### config.mk
export PLATFORM = sky130hd
export DESIGN_NAME = manual_trigger_debounce_flat
export DESIGN_NICKNAME = d
export VERILOG_FILES = /design/src/rtl/manual_trigger_pkg.sv /design/src/rtl/manual_trigger_debounce_if.sv /design/src/rtl/sync_2ff.sv /design/src/rtl/manual_trigger_debounce.sv /design/src/flat_wrapper.sv
export SDC_FILE = /design/constraint.sdc
export NUM_CORES = 1
export LEC_CHECK = 0
export BUFFER_PORTS_ARGS = -buffer_cell sky130_fd_sc_hd__buf_2
export CAP_MARGIN = 0
export CORE_AREA = 2 2 53 55
export CTS_BUF_LIST = sky130_fd_sc_hd__clkbuf_4 sky130_fd_sc_hd__clkbuf_8
export DETAILED_ROUTE_END_ITERATION = 16
export DIE_AREA = 0 0 55 57
export GPL_ROUTABILITY_DRIVEN = 0
export PLACE_DENSITY = 0.66
export SYNTH_ARGS = -nofsm -noshare
export SYNTH_HDL_FRONTEND = slang
export SYNTH_SLANG_ARGS = --single-unit
### constraint.sdc
create_clock -name Clock -period 3.61 [get_ports Clock]
set_input_delay 0.1805 -clock Clock [delete_from_list [all_inputs] [get_ports Clock]]
set_output_delay 0.1805 -clock Clock [all_outputs]
set_load 0.05 [all_outputs]
### src/rtl/manual_trigger_pkg.sv
// Shared types and defaults for the front-panel push-button conditioning blocks.
package manual_trigger_pkg;

    typedef enum logic [1:0] {
        ST_RELEASED     = 2'b00,
        ST_PRESS_WAIT   = 2'b01,
        ST_PRESSED      = 2'b10,
        ST_RELEASE_WAIT = 2'b11
    } dbnc_state_t;

    // 1 ms of stability at a 50 MHz Clock
    localparam int DBNC_STABLE_DEFAULT = 50000;

endpackage : manual_trigger_pkg

### src/rtl/manual_trigger_debounce_if.sv
// Button-side signal bundle of the debouncer: raw input and enable in, clean level and strobes out.
interface manual_trigger_debounce_if;

    logic EN;
    logic Btn_raw;
    logic Btn_clean;
    logic Press_pulse;
    logic Release_pulse;

    modport master (
        output EN,
        output Btn_raw,
        input  Btn_clean,
        input  Press_pulse,
        input  Release_pulse
    );

    modport slave (
        input  EN,
        input  Btn_raw,
        output Btn_clean,
        output Press_pulse,
        output Release_pulse
    );

endinterface : manual_trigger_debounce_if

### src/rtl/sync_2ff.sv
// Two-flop synchroniser for asynchronous front-panel inputs, with a synchronous clear.
module sync_2ff (
    input  logic clk,
    input  logic rst_n,
    input  logic clr,
    input  logic d,
    output logic q
);

    logic sync1_d;
    logic sync1_q;
    logic sync2_d;
    logic sync2_q;

    // Next values of both stages; clear flushes the pipeline to 0.
    always_comb begin
        sync1_d = 1'b0;
        sync2_d = 1'b0;
        if (clr) begin
            sync1_d = 1'b0;
            sync2_d = 1'b0;
        end else begin
            sync1_d = d;
            sync2_d = sync1_q;
        end
    end

    // Synchroniser stage registers.
    always_ff @(posedge clk or negedge rst_n) begin
        if (!rst_n) begin
            sync1_q <= 1'b0;
            sync2_q <= 1'b0;
        end else begin
            sync1_q <= sync1_d;
            sync2_q <= sync2_d;
        end
    end

    assign q = sync2_q;

endmodule : sync_2ff

### src/rtl/manual_trigger_debounce.sv
// Push-button debouncer: synchronises Btn_raw, qualifies each level change over
// STABLE_CYCLES samples and emits a clean level plus press/release strobes.
module manual_trigger_debounce
    import manual_trigger_pkg::*;
#(
    parameter int STABLE_CYCLES = DBNC_STABLE_DEFAULT
) (
    input logic                      Clock,
    input logic                      Reset_n,
    manual_trigger_debounce_if.slave bus
);

    localparam int CNT_W = $clog2(STABLE_CYCLES + 1);
    localparam logic [CNT_W-1:0] LAST_CNT = CNT_W'(STABLE_CYCLES - 1);
    localparam logic [CNT_W-1:0] ZERO_CNT = {CNT_W{1'b0}};
    localparam logic [CNT_W-1:0] ONE_CNT  = CNT_W'(1);

    logic        sync2_s;
    dbnc_state_t state_d;
    dbnc_state_t state_q;
    logic [CNT_W-1:0] cnt_d;
    logic [CNT_W-1:0] cnt_q;
    logic        clean_d;
    logic        clean_q;
    logic        press_d;
    logic        press_q;
    logic        rel_d;
    logic        rel_q;

    sync_2ff u_sync (
        .clk   (Clock),
        .rst_n (Reset_n),
        .clr   (~bus.EN),
        .d     (bus.Btn_raw),
        .q     (sync2_s)
    );

    // Qualification FSM; EN low overrides everything and drops to RELEASED.
    always_comb begin
        state_d = state_q;
        cnt_d   = cnt_q;
        clean_d = clean_q;
        press_d = 1'b0;
        rel_d   = 1'b0;
        if (!bus.EN) begin
            state_d = ST_RELEASED;
            cnt_d   = ZERO_CNT;
            clean_d = 1'b0;
        end else begin
            case (state_q)
                ST_RELEASED: begin
                    cnt_d = ZERO_CNT;
                    if (sync2_s) begin
                        state_d = ST_PRESS_WAIT;
                    end else begin
                        state_d = ST_RELEASED;
                    end
                end
                ST_PRESS_WAIT: begin
                    if (!sync2_s) begin
                        state_d = ST_RELEASED;
                        cnt_d   = ZERO_CNT;
                    end else if (cnt_q == LAST_CNT) begin
                        state_d = ST_PRESSED;
                        cnt_d   = ZERO_CNT;
                        clean_d = 1'b1;
                        press_d = 1'b1;
                    end else begin
                        cnt_d = cnt_q + ONE_CNT;
                    end
                end
                ST_PRESSED: begin
                    cnt_d = ZERO_CNT;
                    if (!sync2_s) begin
                        state_d = ST_RELEASE_WAIT;
                    end else begin
                        state_d = ST_PRESSED;
                    end
                end
                ST_RELEASE_WAIT: begin
                    if (sync2_s) begin
                        state_d = ST_PRESSED;
                        cnt_d   = ZERO_CNT;
                    end else if (cnt_q == LAST_CNT) begin
                        state_d = ST_RELEASED;
                        cnt_d   = ZERO_CNT;
                        clean_d = 1'b0;
                        rel_d   = 1'b1;
                    end else begin
                        cnt_d = cnt_q + ONE_CNT;
                    end
                end
                default: begin
                    state_d = ST_RELEASED;
                    cnt_d   = ZERO_CNT;
                    clean_d = 1'b0;
                end
            endcase
        end
    end

    // State, counter and output registers.
    always_ff @(posedge Clock or negedge Reset_n) begin
        if (!Reset_n) begin
            state_q <= ST_RELEASED;
            cnt_q   <= ZERO_CNT;
            clean_q <= 1'b0;
            press_q <= 1'b0;
            rel_q   <= 1'b0;
        end else begin
            state_q <= state_d;
            cnt_q   <= cnt_d;
            clean_q <= clean_d;
            press_q <= press_d;
            rel_q   <= rel_d;
        end
    end

    assign bus.Btn_clean     = clean_q;
    assign bus.Press_pulse   = press_q;
    assign bus.Release_pulse = rel_q;

endmodule : manual_trigger_debounce

### src/flat_wrapper.sv
// flat-port wrapper written by rule: the top's interface ports become plain ports
module manual_trigger_debounce_flat import manual_trigger_pkg::*;
#(
    parameter int STABLE_CYCLES = DBNC_STABLE_DEFAULT
)
  (Clock, Reset_n, bus_EN, bus_Btn_raw, bus_Btn_clean, bus_Press_pulse, bus_Release_pulse);
  manual_trigger_debounce_if bus_i ();
  input logic Clock;
  input logic Reset_n;
  input wire logic [$bits(bus_i.EN)-1:0] bus_EN;
  input wire logic [$bits(bus_i.Btn_raw)-1:0] bus_Btn_raw;
  output wire logic [$bits(bus_i.Btn_clean)-1:0] bus_Btn_clean;
  output wire logic [$bits(bus_i.Press_pulse)-1:0] bus_Press_pulse;
  output wire logic [$bits(bus_i.Release_pulse)-1:0] bus_Release_pulse;
  assign bus_i.EN = bus_EN;
  assign bus_i.Btn_raw = bus_Btn_raw;
  assign bus_Btn_clean = bus_i.Btn_clean;
  assign bus_Press_pulse = bus_i.Press_pulse;
  assign bus_Release_pulse = bus_i.Release_pulse;
  manual_trigger_debounce #(.STABLE_CYCLES(STABLE_CYCLES)) u_core (.Clock(Clock), .Reset_n(Reset_n), .bus(bus_i));
endmodule
=== Word-level counts from Yosys, hierarchy flattened ===
Index checks and enable logic that the tools add are counted.

* Divide/modulo/power cells: 0
* Multipliers: 0
* Add/subtract/negate cells: 1
* Shifts and indexed selects: 0
* Bitwise logic cells: 0
* Equality and inequality tests: 11
* Mux-type cells: 28
* Magnitude comparators: 0
* Reduce and logical (&&, ||, !) cells: 4

{| class="wikitable"
|+ Operators with widths
! operator !! number
|-
| two-way mux 16 bit || 4
|-
| case mux 16 bit (3 select lines) || 1
|-
| adder 16 x 1 -> 16 bit (second input constant) || 1
|-
| equality test 16 bit (second input constant) || 1
|-
| two-way mux 1 bit || 16
|-
| two-way mux 2 bit || 5
|-
| != test 4 x 3 -> 1 bit (second input constant) || 2
|-
| case mux 2 bit (4 select lines) || 1
|-
| != test 3 x 2 -> 1 bit (second input constant) || 2
|-
| != test 3 bit (second input constant) || 2
|-
| AND reduction 5 bit || 1
|-
| equality test 2 bit (second input constant) || 2
|-
| != test 3 x 1 -> 1 bit (second input constant) || 1
|-
| equality test 2 x 1 -> 1 bit (second input constant) || 1
|-
| logical NOT 2 bit || 1
|-
| case mux 1 bit (2 select lines) || 1
|-
| AND reduction 2 bit || 1
|-
| OR reduction 2 bit || 1
|}

* Memories: 0
* RAM bits: 0
* Bits in registers: 23
* Output and inout bits: 3
* Word-level logic and storage cells: 51
* Bits in read-only memories: 0
* Latch bits: 0

=== Logic depth before layout (Yosys ltp) ===
Gate-level depths: netlist of the first run.

* Word-level depth: 5
* Depth in mapped cells: 6
* Mapped depth without buffers: 5

=== Cells and area by module ===
Synthesis of the first run repeated with hierarchy kept, for this count alone.

* Cells, all modules: 110
* Area total of the unflattened synthesis: 1136.1 µm²

{| class="wikitable"
|+ By module, submodules not included
! module !! times used !! seq. area each (µm²) !! area an instance (µm²) !! cells each
|-
| manual_trigger_debounce || 1 || 525.5 || 1073.5 || 106
|-
| sync_2ff || 1 || 50.0 || 62.6 || 4
|}

=== Worst setup path after synthesis of the first run ===
No wires, ideal clock.

* Path kind: reg-to-reg
* Start point: reg u_core.cnt_q[5]
* End point: reg u_core.cnt_q[10]
* Data arrival time: 1668 ps
* Data required time: 3491 ps
* Path slack: 1823 ps
* Stages on the path, launching flop included: 6
* Path through: dfrtp_1 or4b_4 nor4_2 nand4b_4 buf_6 nor2_1

* Cells in the longest elaborated chain, start to end: 5
* Elaborated cells on any way between the ends: 7
* Classes of those cells: add/sub: 1; eq/ne: 1; mux: 5

{| class="wikitable"
|+ RTL lines
! element !! RTL line !! source
|-
| from (decl) || manual_trigger_debounce.sv:22 || <nowiki>logic [CNT_W-1:0] cnt_q;</nowiki>
|-
| from (signal assigned) || manual_trigger_debounce.sv:112 || <nowiki>cnt_q <= cnt_d;</nowiki>
|-
| adder 16 x 1 -> 16 bit or equality test 16 bit (tied branches) || n/a ||
|-
| two-way mux 16 bit (*) || manual_trigger_debounce.sv:63, manual_trigger_debounce.sv:84 ||
|-
| two-way mux 16 bit, on equally long branches || manual_trigger_debounce.sv:81, manual_trigger_debounce.sv:60 ||
|-
| case mux 16 bit (3 select lines) (*) || manual_trigger_debounce.sv:50 || <nowiki>case (state_q)</nowiki>
|-
| two-way mux 16 bit (*) || manual_trigger_debounce.sv:45 || <nowiki>if (!bus.EN) begin</nowiki>
|-
| via u_core.cnt_d[10] || manual_trigger_debounce.sv:21 || <nowiki>logic [CNT_W-1:0] cnt_d;</nowiki>
|}

Mark *: on every way through the listed nets, which the timed path passes. The rest lies on a longest branch.
A chain may end at the register's enable or synchronous reset.

=== Worst setup path after layout of the first run ===
* Start point: reg u_core.cnt_q[5]
* End point: reg u_core.clean_q (netlist: u_core.bus.Btn_clean)

* Cells in the longest elaborated chain, start to end: 3
* Elaborated cells on any way between the ends: 4
* Classes of those cells: eq/ne: 3; reduce/logical: 1

{| class="wikitable"
|+ RTL lines
! element !! RTL line !! source
|-
| equality test 16 bit (*) || manual_trigger_debounce.sv:63, manual_trigger_debounce.sv:84 ||
|-
| != test 3 x 2 -> 1 bit (no source line) || n/a ||
|-
| AND reduction 5 bit (no source line) (*) || n/a ||
|-
| to (signal assigned) || manual_trigger_debounce.sv:113 || <nowiki>clean_q <= clean_d;</nowiki>
|-
| to (decl) || manual_trigger_debounce.sv:24 || <nowiki>logic clean_q;</nowiki>
|}

Mark *: on every way between the ends. The rest lies on a longest branch, timed or not.

==> results of run 1 <==
## power breakdown
part           switching [mW]  total (mW)  internal (mW)  leakage, nW
Combinational          0.0118      0.0165        0.00472        0.132
Clock                  0.0716       0.122         0.0507       0.0184
Sequential            0.00189       0.262          0.260        0.319
Total                  0.0853       0.400          0.315        0.470
## path summary, 6_finish.rpt
check / start / endpoint / depth (start not counted)
worst max-delay path: u_core.cnt_q[5] / u_core.bus.Btn_clean / 4
worst min-delay path: bus_Btn_raw / u_core.u_sync.sync1_q / 2
worst max register to register: u_core.cnt_q[5] / u_core.bus.Btn_clean / 4
worst min register to register: u_core.u_sync.sync1_q / u_core.u_sync.q / 1
max in group asynchronous: Reset_n / u_core.cnt_q[13] / 2
min in group asynchronous: Reset_n / u_core.cnt_q[3] / 2
## layer usage
| layer | vias up | global-route usage | share of wire |
|---|---|---|---|
| li1 | 387 | - | - |
| met1 | 360 | 0.199 | 0.49 |
| met2 | 10 | 0.211 | 0.46 |
| met3 | 2 | 0.0550 | 0.038 |
| met4 | 0 | 0.0418 | 0.010 |
| met5 | - | 0 | 0 |
## logic make-up (layout without fill, tap and decap cells)
logic type / after synthesis / in the layout
flip-flops: 23 / 23
adder cells (fa/ha/maj): 1 / 1
AO/OA/AOI/OAI: 3 / 3
AND/OR/NAND/NOR: 57 / 57
multiplexers: 1 / 1
buffers and inverters: 7 / 16
XOR/XNOR: 15 / 15
## cell usage in the layout (no fill, tap or decap), types with 3 or more instances in the layout
master,synthesis,final
nor4_1,3,3
clkbuf_4,0,4
xnor2_1,12,12
nor3_1,6,6
dfrtp_1,23,23
nand4_1,6,6
buf_2,0,6
xor2_1,3,3
nand3_1,6,6
inv_1,5,5
nor2_1,21,21
nand2_1,4,4
## area by class of cell
type | count | area share
multi-input combinational | 77 | 0.415
timing repair buffer | 7 | 0.0333
sequential | 23 | 0.479
tap | 31 | 0.0323
clock buffer | 4 | 0.0250
inverter | 5 | 0.0156
## state kept, by name, summed over array words and instances (netlist names)
| register | count |
|---|---|
| u_core.bus.Press_pulse | 1 |
| u_core.state_q | 2 |
| u_core.u_sync.sync1_q | 1 |
| u_core.bus.Release_pulse | 1 |
| u_core.bus.Btn_clean | 1 |
| u_core.u_sync.q | 1 |
| u_core.cnt_q | 16 |
## per-stage QoR
step,hold slack [ps],instance area (sq um)
floorplan,-115,1110
global placement,174,1160
CTS,65.9,1200
global route,68.4,1200
finish,80.3,1200
detailed placement,183,1160
==> flow_summary_export.csv, run 1 <==
group,metric,value,unit
outcome,status,"completed",
synth,synth-compound-area-share,0.0181,
synth,ys_async_sr_fraction,1.00,
worst_setup_path,critPathKind,"reg -> reg",
sta,slew-limit-headroom,0.670,
synth,netlist_instances,107,
sta,hold_viol_final,0,
worst_setup_path,crit_required,3810,ps
sta,period_minus_slack,1880,ps
grt,gr-total-overflow,0,
worst_setup_path,cp-start-kind,"flop",
power,total_power,0.400,mW
placement,post-place-ws,1720,ps
routing,wl_per_cell,12.3,um
synth,yosysTopAreaCell,"dfrtp_1",
synth,synth_commonest_cells,"23 x dfrtp_1, 21 x nor2_1, 12 x xnor2_1",
sta,finalSetupTns,0,ps
worst_setup_path,crit_buf_inv,0,
cts,cts_hold_buf,1,
synth,synthAdderAreaFrac,0.0113,
power,peakVddDrop,0.242,mV
routing,vias,759,
sta,slew_violations,0,
placement,place_inst,142,
sta,fmax,531,MHz
finish,regArea,576,sq um
grt,grt_pass1_vias,724,
finish,drive_gt1_frac,0.121,
floorplanning,dieArea,3140,sq um
sta,setup_violations,0,
synth,ys_seq_area_frac,0.520,
grt,grt_pass1_wl,3.26,mm
grt,grt_antenna_before_repair,0,
synth,syn_area,1110,sq um
worst_setup_path,r2r_slack,1730,ps
cts,ctsResizeCount,0,
synth,syn_nets,112,
synth,yosysMostFrequentCell,"dfrtp_1",
synth,synthMuxAreaShare,0.00904,
routing,first_pass_iters,2,
finish,postLayoutCoreUtil,0.459,
worst_setup_path,cp_slowest_cell,"or4b_4",
worst_hold_path,min_path_type,"in -> reg",
finish,fin_cells,147,
synth,synth_cell_types,26,
worst_setup_path,critPathCaptureType,"flop",
power,total_leakage_power,0.470,nW
finish,finalNetCount,122,
power,p_per_area,333,nW/um^2
synth,synth_edf_count,0,
cts,cts_buffers,3,
floorplanning,fp.dieH,57,um
finish,syn2layout_area_growth,8.47,%
cts,clk_pin_slew_worst_paths,120,ps
grt,grt_max_degree,24,
worst_setup_path,slowest_delay,550,ps
synth,yosysWarnings,0,
sta,min_period_over_period,0.522,
routing,drt_iter0_markers,7,
cts,cts_setup_buffers,0,
sta,fin_ws,1730,ps
job,maxCapViolCount,0,
placement,hpwl,1.31,mm
grt,grt_use_total,0.144,
finish,antenna_cells,0,
cts,cts_max_level,1,
sta,rsz0062_at_grt,"no",
floorplanning,fp.dieW,55,um
synth,synth_area_per_cell,10.3,sq um
synth,synth_top_area_frac,0.520,
cts,cts_buffer_depth,2,
sta,worstMarginPinSlew,495,ps
cts,clk_latency,310,ps
floorplanning,initial_utilization,0.423,
routing,wl,1.81,mm
cts,cts_num_sinks,23,
synth,synth-simple-area-share,0.293,
finish,multi_input_area,498,sq um
synth,synth_top_flop_cell,"dfrtp_1",
cts,cts_tree,"yes",
placement,port_buffers,6,
routing,via_per_inst,5.16,
synth,synth_xor_area_frac,0.119,
worst_setup_path,crit_fanout,6,
floorplanning,std_cell_rows,19,
synth,synth-seq-cells,23,
worst_setup_path,cp.arrival,2080,ps
floorplanning,fp.coreArea,2620,sq um
floorplanning,io_pins,7,
synth,synthTopCellsByArea,"dfrtp_1 52%, xnor2_1 9.5%, nor2_1 7.1%",
finish,fill_cells,257,
worst_setup_path,path_cells,"or4b_4 > nor4_2 > mux2i_1 > a21boi_1",
cts,cts-root-buf,"clkbuf_4",
synth,synth_top_family_by_area,"simple AND/OR/NAND/NOR gates",
worst_setup_path,crit_family,"simple AND/OR/NAND/NOR gates",
routing,ant_nets,0,
routing,drc,0,
sta,fin_worst_skew,8.51,ps
(Power assumes the default switching activity.)
==> run 2, diff against run 1 <==
clock period = 1.95 ns   (was 3.61 ns; I/O delays follow)
==> run 2 against run 1 <==
Wire length increased by 2.8%. First-iteration DRC count is 71% higher. Largest power group unchanged. Sequential share of layout area fell by 1.1 points. Final cell count rose by 2.0%. Clock skew fell by 2.2 ps. Core utilization up 1.1 points.
==> flow_summary_export.csv, run 2 (synthesized netlist as in run 1, its figures left out) <==
group,metric,value,unit
outcome,status,"completed",
floorplanning,fp.dieW,55,um
grt,grt_pass1_wl,3.10,mm
power,p_per_area,592,nW/um^2
routing,via_per_inst,5.00,
worst_setup_path,crit_required,2140,ps
placement,port_buffers,6,
finish,final_cell_mix,"23 x dfrtp_1, 21 x nor2_1, 12 x xnor2_1",
sta,fmax,542,MHz
routing,first_pass_iters,4,
sta,hold_viol_final,0,
grt,grt_use_total,0.137,
finish,largestRegisters,"u_core.cnt_q (16), u_core.state_q (2)",
worst_setup_path,worstRegToRegCells,4,
cts,cts_buffers,3,
floorplanning,initial_utilization,0.423,
routing,vias,750,
finish,largest_reg_flops,16,
finish,finalNetCount,125,
floorplanning,io_pins,7,
cts,cts_buffer_depth,2,
floorplanning,dieArea,3140,sq um
worst_hold_path,min-delay-start,"bus_EN",
cts,clk_pin_slew_worst_paths,120,ps
sta,worstMarginPinSlew,498,ps
worst_setup_path,r2r_end,"u_core.cnt_q[6]",
sta,slew_violations,0,
placement,place_inst,144,
finish,drive_gt1_frac,0.143,
finish,top_register,"u_core.cnt_q",
cts,cts_num_sinks,23,
sta,period_minus_slack,1850,ps
sta,rsz0062_at_grt,"yes",
floorplanning,std_cell_rows,19,
routing,drc,0,
sta,min_period_over_period,0.947,
cts,cts_max_level,1,
worst_setup_path,cp-start-kind,"flop",
worst_hold_path,min_path_type,"in -> reg",
worst_hold_path,min_path_cells,2,
grt,grt_max_degree,24,
finish,antenna_cells,0,
grt,grt_pass1_vias,707,
finish,postLayoutCoreUtil,0.470,
cts,cts_tree,"yes",
finish,fill_cells,251,
grt,gr-total-overflow,0,
finish,syn2layout_area_growth,11.0,%
routing,drt_iter0_markers,12,
sta,slew-limit-headroom,0.668,
cts,cts-root-buf,"clkbuf_4",
worst_setup_path,r2r-start,"u_core.cnt_q[7]",
sta,fin_worst_skew,6.33,ps
worst_setup_path,critPathKind,"reg -> reg",
sta,setup_violations,0,
routing,wl,1.86,mm
worst_setup_path,cp.arrival,2040,ps
worst_setup_path,r2r_slack,100,ps
routing,ant_nets,0,
power,total_leakage_power,0.484,nW
finish,final_common_cell,"dfrtp_1",
worst_setup_path,crit_fanout,16,
finish,regArea,576,sq um
worst_hold_path,hold_end,"u_core.state_q[1]",
cts,clk_latency,300,ps
placement,hpwl,1.33,mm
floorplanning,fp.dieH,57,um
job,maxCapViolCount,0,
routing,wl_per_cell,12.4,um
finish,multi_input_area,503,sq um
finish,fin_cells,150,
grt,grt_antenna_before_repair,0,
floorplanning,fp.coreArea,2620,sq um
worst_setup_path,critPathCaptureType,"flop",
power,peakVddDrop,0.377,mV
cts,cts_setup_buffers,0,
## run 2: changes by cell type in the layout (fill, tap and decap cells not counted), sizes merged
cell / before / now
clkinv: 0 / 1
dlygate4sd3: 1 / 2
buf: 6 / 8
clkbuf: 4 / 3
## run 2: cell type report
| class | count | share of cell area |
|---|---|---|
| Sequential cell | 23 | 0.468 |
| Timing Repair Buffer | 10 | 0.0530 |
| Clock buffer | 3 | 0.0183 |
| Inverter | 5 | 0.0153 |
| Multi-Input combinational cell | 77 | 0.409 |
| Clock inverter | 1 | 0.00407 |
| Tap cell | 31 | 0.0316 |
## run 2: what timing repair did
action                                 4_1_cts  5_1_grt
endpoints found under the hold margin       24        0
setup endpoints to repair                    0        5
hold buffers                                 2        0
resized for setup                            0        1
## run 2: through the flow
| stage | area (sq um) | hold slack [ps] | setup slack [ps] | total power, mW | TNS, ps |
|---|---|---|---|---|---|
| 6_report | 1230 | 72.4 | 103 | 0.728 | 0 |
| 5_1_grt | 1230 | 44.0 | -24.2 | 0.773 | -59.4 |
| 4_1_cts | 1220 | 53.1 | 55.9 | 0.747 | 0 |
| 3_5_place_dp | 1180 | 97.5 | 91.2 | 0.524 | 0 |
| 3_3_place_gp | 1180 | 92.8 | 125 | 0.523 | 0 |
| 2_1_floorplan | 1110 | -198 | 163 | 0.507 | 0 |
## run 2: worst max-delay path by stage
| stage | start | to | slack (ps) | cells past startpoint |
|---|---|---|---|---|
| final | u_core.cnt_q[7] | u_core.cnt_q[6] | 100 | 4 |
| after global routing | u_core.cnt_q[12] | u_core.bus.Press_pulse | -20 | 4 |
| after CTS | u_core.cnt_q[7] | u_core.bus.Press_pulse | 60 | 4 |
| after detailed placement | u_core.cnt_q[7] | u_core.bus.Press_pulse | 90 | 4 |
| after global placement | u_core.cnt_q[7] | u_core.bus.Btn_clean | 130 | 4 |
| after floorplan | u_core.cnt_q[5] | u_core.cnt_q[13] | 160 | 5 |
## run 2: routing by layer
metal	vias up	part of all wire	track usage
li1	391	-	-
met1	351	0.49	0.183
met2	6	0.47	0.213
met3	2	0.027	0.0236
met4	0	0.0086	0.0627
met5	-	0	0
## run 2: worst max-delay path: stages, from the launching register on
cell and delay [ps]:
dfrtp_1 440, or4b_4 560, nor4_2 360, nand4b_4 300, nor2_1 80
## run 2: power by group
part	total (mW)	switching (mW)	internal, mW
registers	0.485	0.00346	0.481
logic	0.0322	0.0221	0.0101
clock network	0.211	0.134	0.0765
total	0.728	0.160	0.568
==> run 3, diff against run 2 <==
PLACE_DENSITY = unset   (was 0.66)
PLACE_DENSITY_LB_ADDON = 0.15   (was unset)
==> run 3 against run 2 <==
Register-to-register slack got worse by 40 ps. Sequential share of layout area decreased by 0.095 points. First-iteration DRC count increased by 42%. Combinational power increased by 3%. Setup slack got worse by 41 ps. Non-clock buffer count increased by 1. Clock power increased by 10%. Critical path type unchanged. Final cell count increased by 0.67%. Power increased by 3.0%. Wire length increased by 13%. Clock skew decreased by 1.7 ps. Via count increased by 5.6%.
==> flow_summary_export.csv, run 3 (synthesized netlist as in run 1, its figures left out) <==
group,metric,value,unit
worst_setup_path,r2r_slack,60,ps
worst_setup_path,crit_family,"simple AND/OR/NAND/NOR gates",
floorplanning,fp.dieH,57,um
finish,syn2layout_area_growth,11.2,%
cts,cts_tree,"yes",
finish,fill_cells,264,
worst_setup_path,slowest_delay,560,ps
sta,fin_worst_skew,4.65,ps
worst_setup_path,cp.arrival,2110,ps
sta,slew-limit-headroom,0.656,
floorplanning,dieArea,3140,sq um
worst_setup_path,critPathKind,"reg -> reg",
worst_setup_path,critPathCaptureType,"flop",
sta,fmax,530,MHz
grt,grt_pass1_vias,795,
floorplanning,io_pins,7,
outcome,status,"completed",
finish,largest_reg_flops,16,
grt,grt_max_degree,24,
finish,final_cell_mix,"23 x dfrtp_1, 21 x nor2_1, 12 x xnor2_1",
placement,place_inst,145,
power,p_switching,0.182,mW
job,maxCapViolCount,0,
worst_setup_path,crit_buf_inv,0,
grt,grt_antenna_before_repair,0,
floorplanning,fp.dieW,55,um
floorplanning,std_cell_rows,19,
routing,via_per_inst,5.25,
routing,drt_iter0_markers,17,
sta,slew_violations,0,
power,clkPwrFrac,0.309,
sta,rsz0062_at_grt,"yes",
worst_setup_path,crit_required,2170,ps
worst_setup_path,worstRegToRegCells,4,
worst_hold_path,min_path_cells,2,
sta,worstMarginPinSlew,517,ps
worst_hold_path,min_path_type,"in -> reg",
routing,wl,2.10,mm
power,pwr-share-seq,0.646,
finish,final_common_cell,"dfrtp_1",
worst_hold_path,min-delay-start,"bus_EN",
worst_setup_path,r2r-start,"u_core.cnt_q[7]",
grt,grt_pass1_wl,3.62,mm
finish,top_register,"u_core.cnt_q",
sta,min_period_over_period,0.968,
cts,cts_max_level,1,
cts,cts_num_sinks,23,
power,peakVddDrop,0.384,mV
sta,setup_violations,0,
routing,ant_nets,0,
worst_setup_path,r2r_end,"u_core.bus.Btn_clean",
placement,port_buffers,6,
placement,hpwl,1.41,mm
cts,cts_buffers,3,
routing,vias,792,
finish,postLayoutCoreUtil,0.471,
worst_setup_path,cp-startpoint,"u_core.cnt_q[7]",
cts,clk_latency,320,ps
cts,cts_buffer_depth,2,
sta,hold_viol_final,0,
grt,gr-total-overflow,0,
cts,clk_pin_slew_worst_paths,140,ps
cts,cts-root-buf,"clkbuf_4",
power,p_per_area,609,nW/um^2
finish,largestRegisters,"u_core.cnt_q (16), u_core.state_q (2)",
power,combPwrFrac,0.044,
floorplanning,initial_utilization,0.423,
placement,post-place-ws,71.6,ps
cts,cts_setup_buffers,0,
routing,wl_per_cell,13.9,um
routing,drc,0,
finish,drive_gt1_frac,0.142,
floorplanning,fp.coreArea,2620,sq um
power,total_leakage_power,0.489,nW
worst_setup_path,path_cells,"or4b_4 > nor4_2 > mux2i_1 > a21boi_1",
worst_setup_path,cp_slowest_cell,"or4b_4",
sta,period_minus_slack,1890,ps
finish,antenna_cells,0,
worst_setup_path,cp-start-kind,"flop",
power,p_sw_frac,0.242,
power,intPower,0.568,mW
worst_hold_path,hold_end,"u_core.state_q[1]",
sta,fin_ws,62.7,ps
worst_setup_path,crit_fanout,4,
routing,first_pass_iters,4,
finish,fin_cells,151,
grt,grt_use_total,0.162,
finish,finalNetCount,126,
-- run 3: changes by cell type in the layout (fill, tap and decap cells not counted) --
cell	before	now
buf_4	2	3
nor3b_1	0	1
nor3b_2	1	0
-- run 3: power groups by stage --
stage	Combinational, mW	Sequential (mW)	Clock [mW]
floorplan	0.00677	0.500	0
global placement	0.0304	0.494	0
detailed placement	0.0309	0.494	0
CTS	0.0341	0.485	0.236
global route	0.0378	0.486	0.256
finish	0.0332	0.485	0.232
-- run 3: through the flow --
step / hold slack (ps) / cell area [sq um] / TNS [ps] / total power [mW]
3_3_place_gp: 103 / 1180 / 0 / 0.524
4_1_cts: 61.1 / 1230 / 0 / 0.755
6_report: 62.0 / 1230 / 0 / 0.750
5_1_grt: 51.2 / 1230 / -314 / 0.780
3_5_place_dp: 99.6 / 1180 / 0 / 0.525
2_1_floorplan: -198 / 1110 / 0 / 0.507
-- run 3: worst register-to-register path: stages, from the launching register on --
cell	delay, ps
dfrtp_1	440
or4b_4	560
nor4_2	470
mux2i_1	240
a21boi_1	80
-- run 3: worst max path at each step --
stage | end | slack, ps | depth (start not counted)
final | u_core.bus.Btn_clean | 60 | 4
after global routing | u_core.cnt_q[3] | -40 | 4
after CTS | u_core.bus.Btn_clean | 50 | 4
after detailed placement | u_core.cnt_q[13] | 70 | 4
after global placement | u_core.bus.Btn_clean | 110 | 4
after floorplan | u_core.cnt_q[13] | 160 | 5
-- run 3: per-layer routing --
metal | part of all wire | up-vias | track usage | routed length [um]
met2 | 0.49 | 12 | 0.257 | 1030
li1 | - | 397 | - | -
met3 | 0.028 | 4 | 0.0314 | 59
met4 | 0.016 | 0 | 0.0871 | 33
met5 | 0 | - | 0 | 0
met1 | 0.46 | 379 | 0.204 | 972
-- run 3: repair_timing --
| item | in CTS | in global routing |
|---|---|---|
| resized for setup | 0 | 0 |
| setup endpoints to repair | 0 | 18 |
| hold buffers | 2 | 0 |
| endpoints found under the hold margin | 24 | 0 |
-- run 3: area by class of cell --
type,count,area [sq um],area share
clock buffer,3,22.5,0.0183
clock inverter,1,5.00,0.00407
inverter,5,18.8,0.0152
multi-input combinational,77,498,0.404
sequential,23,576,0.467
tap,31,38.8,0.0315
timing repair buffer,11,72.6,0.0589
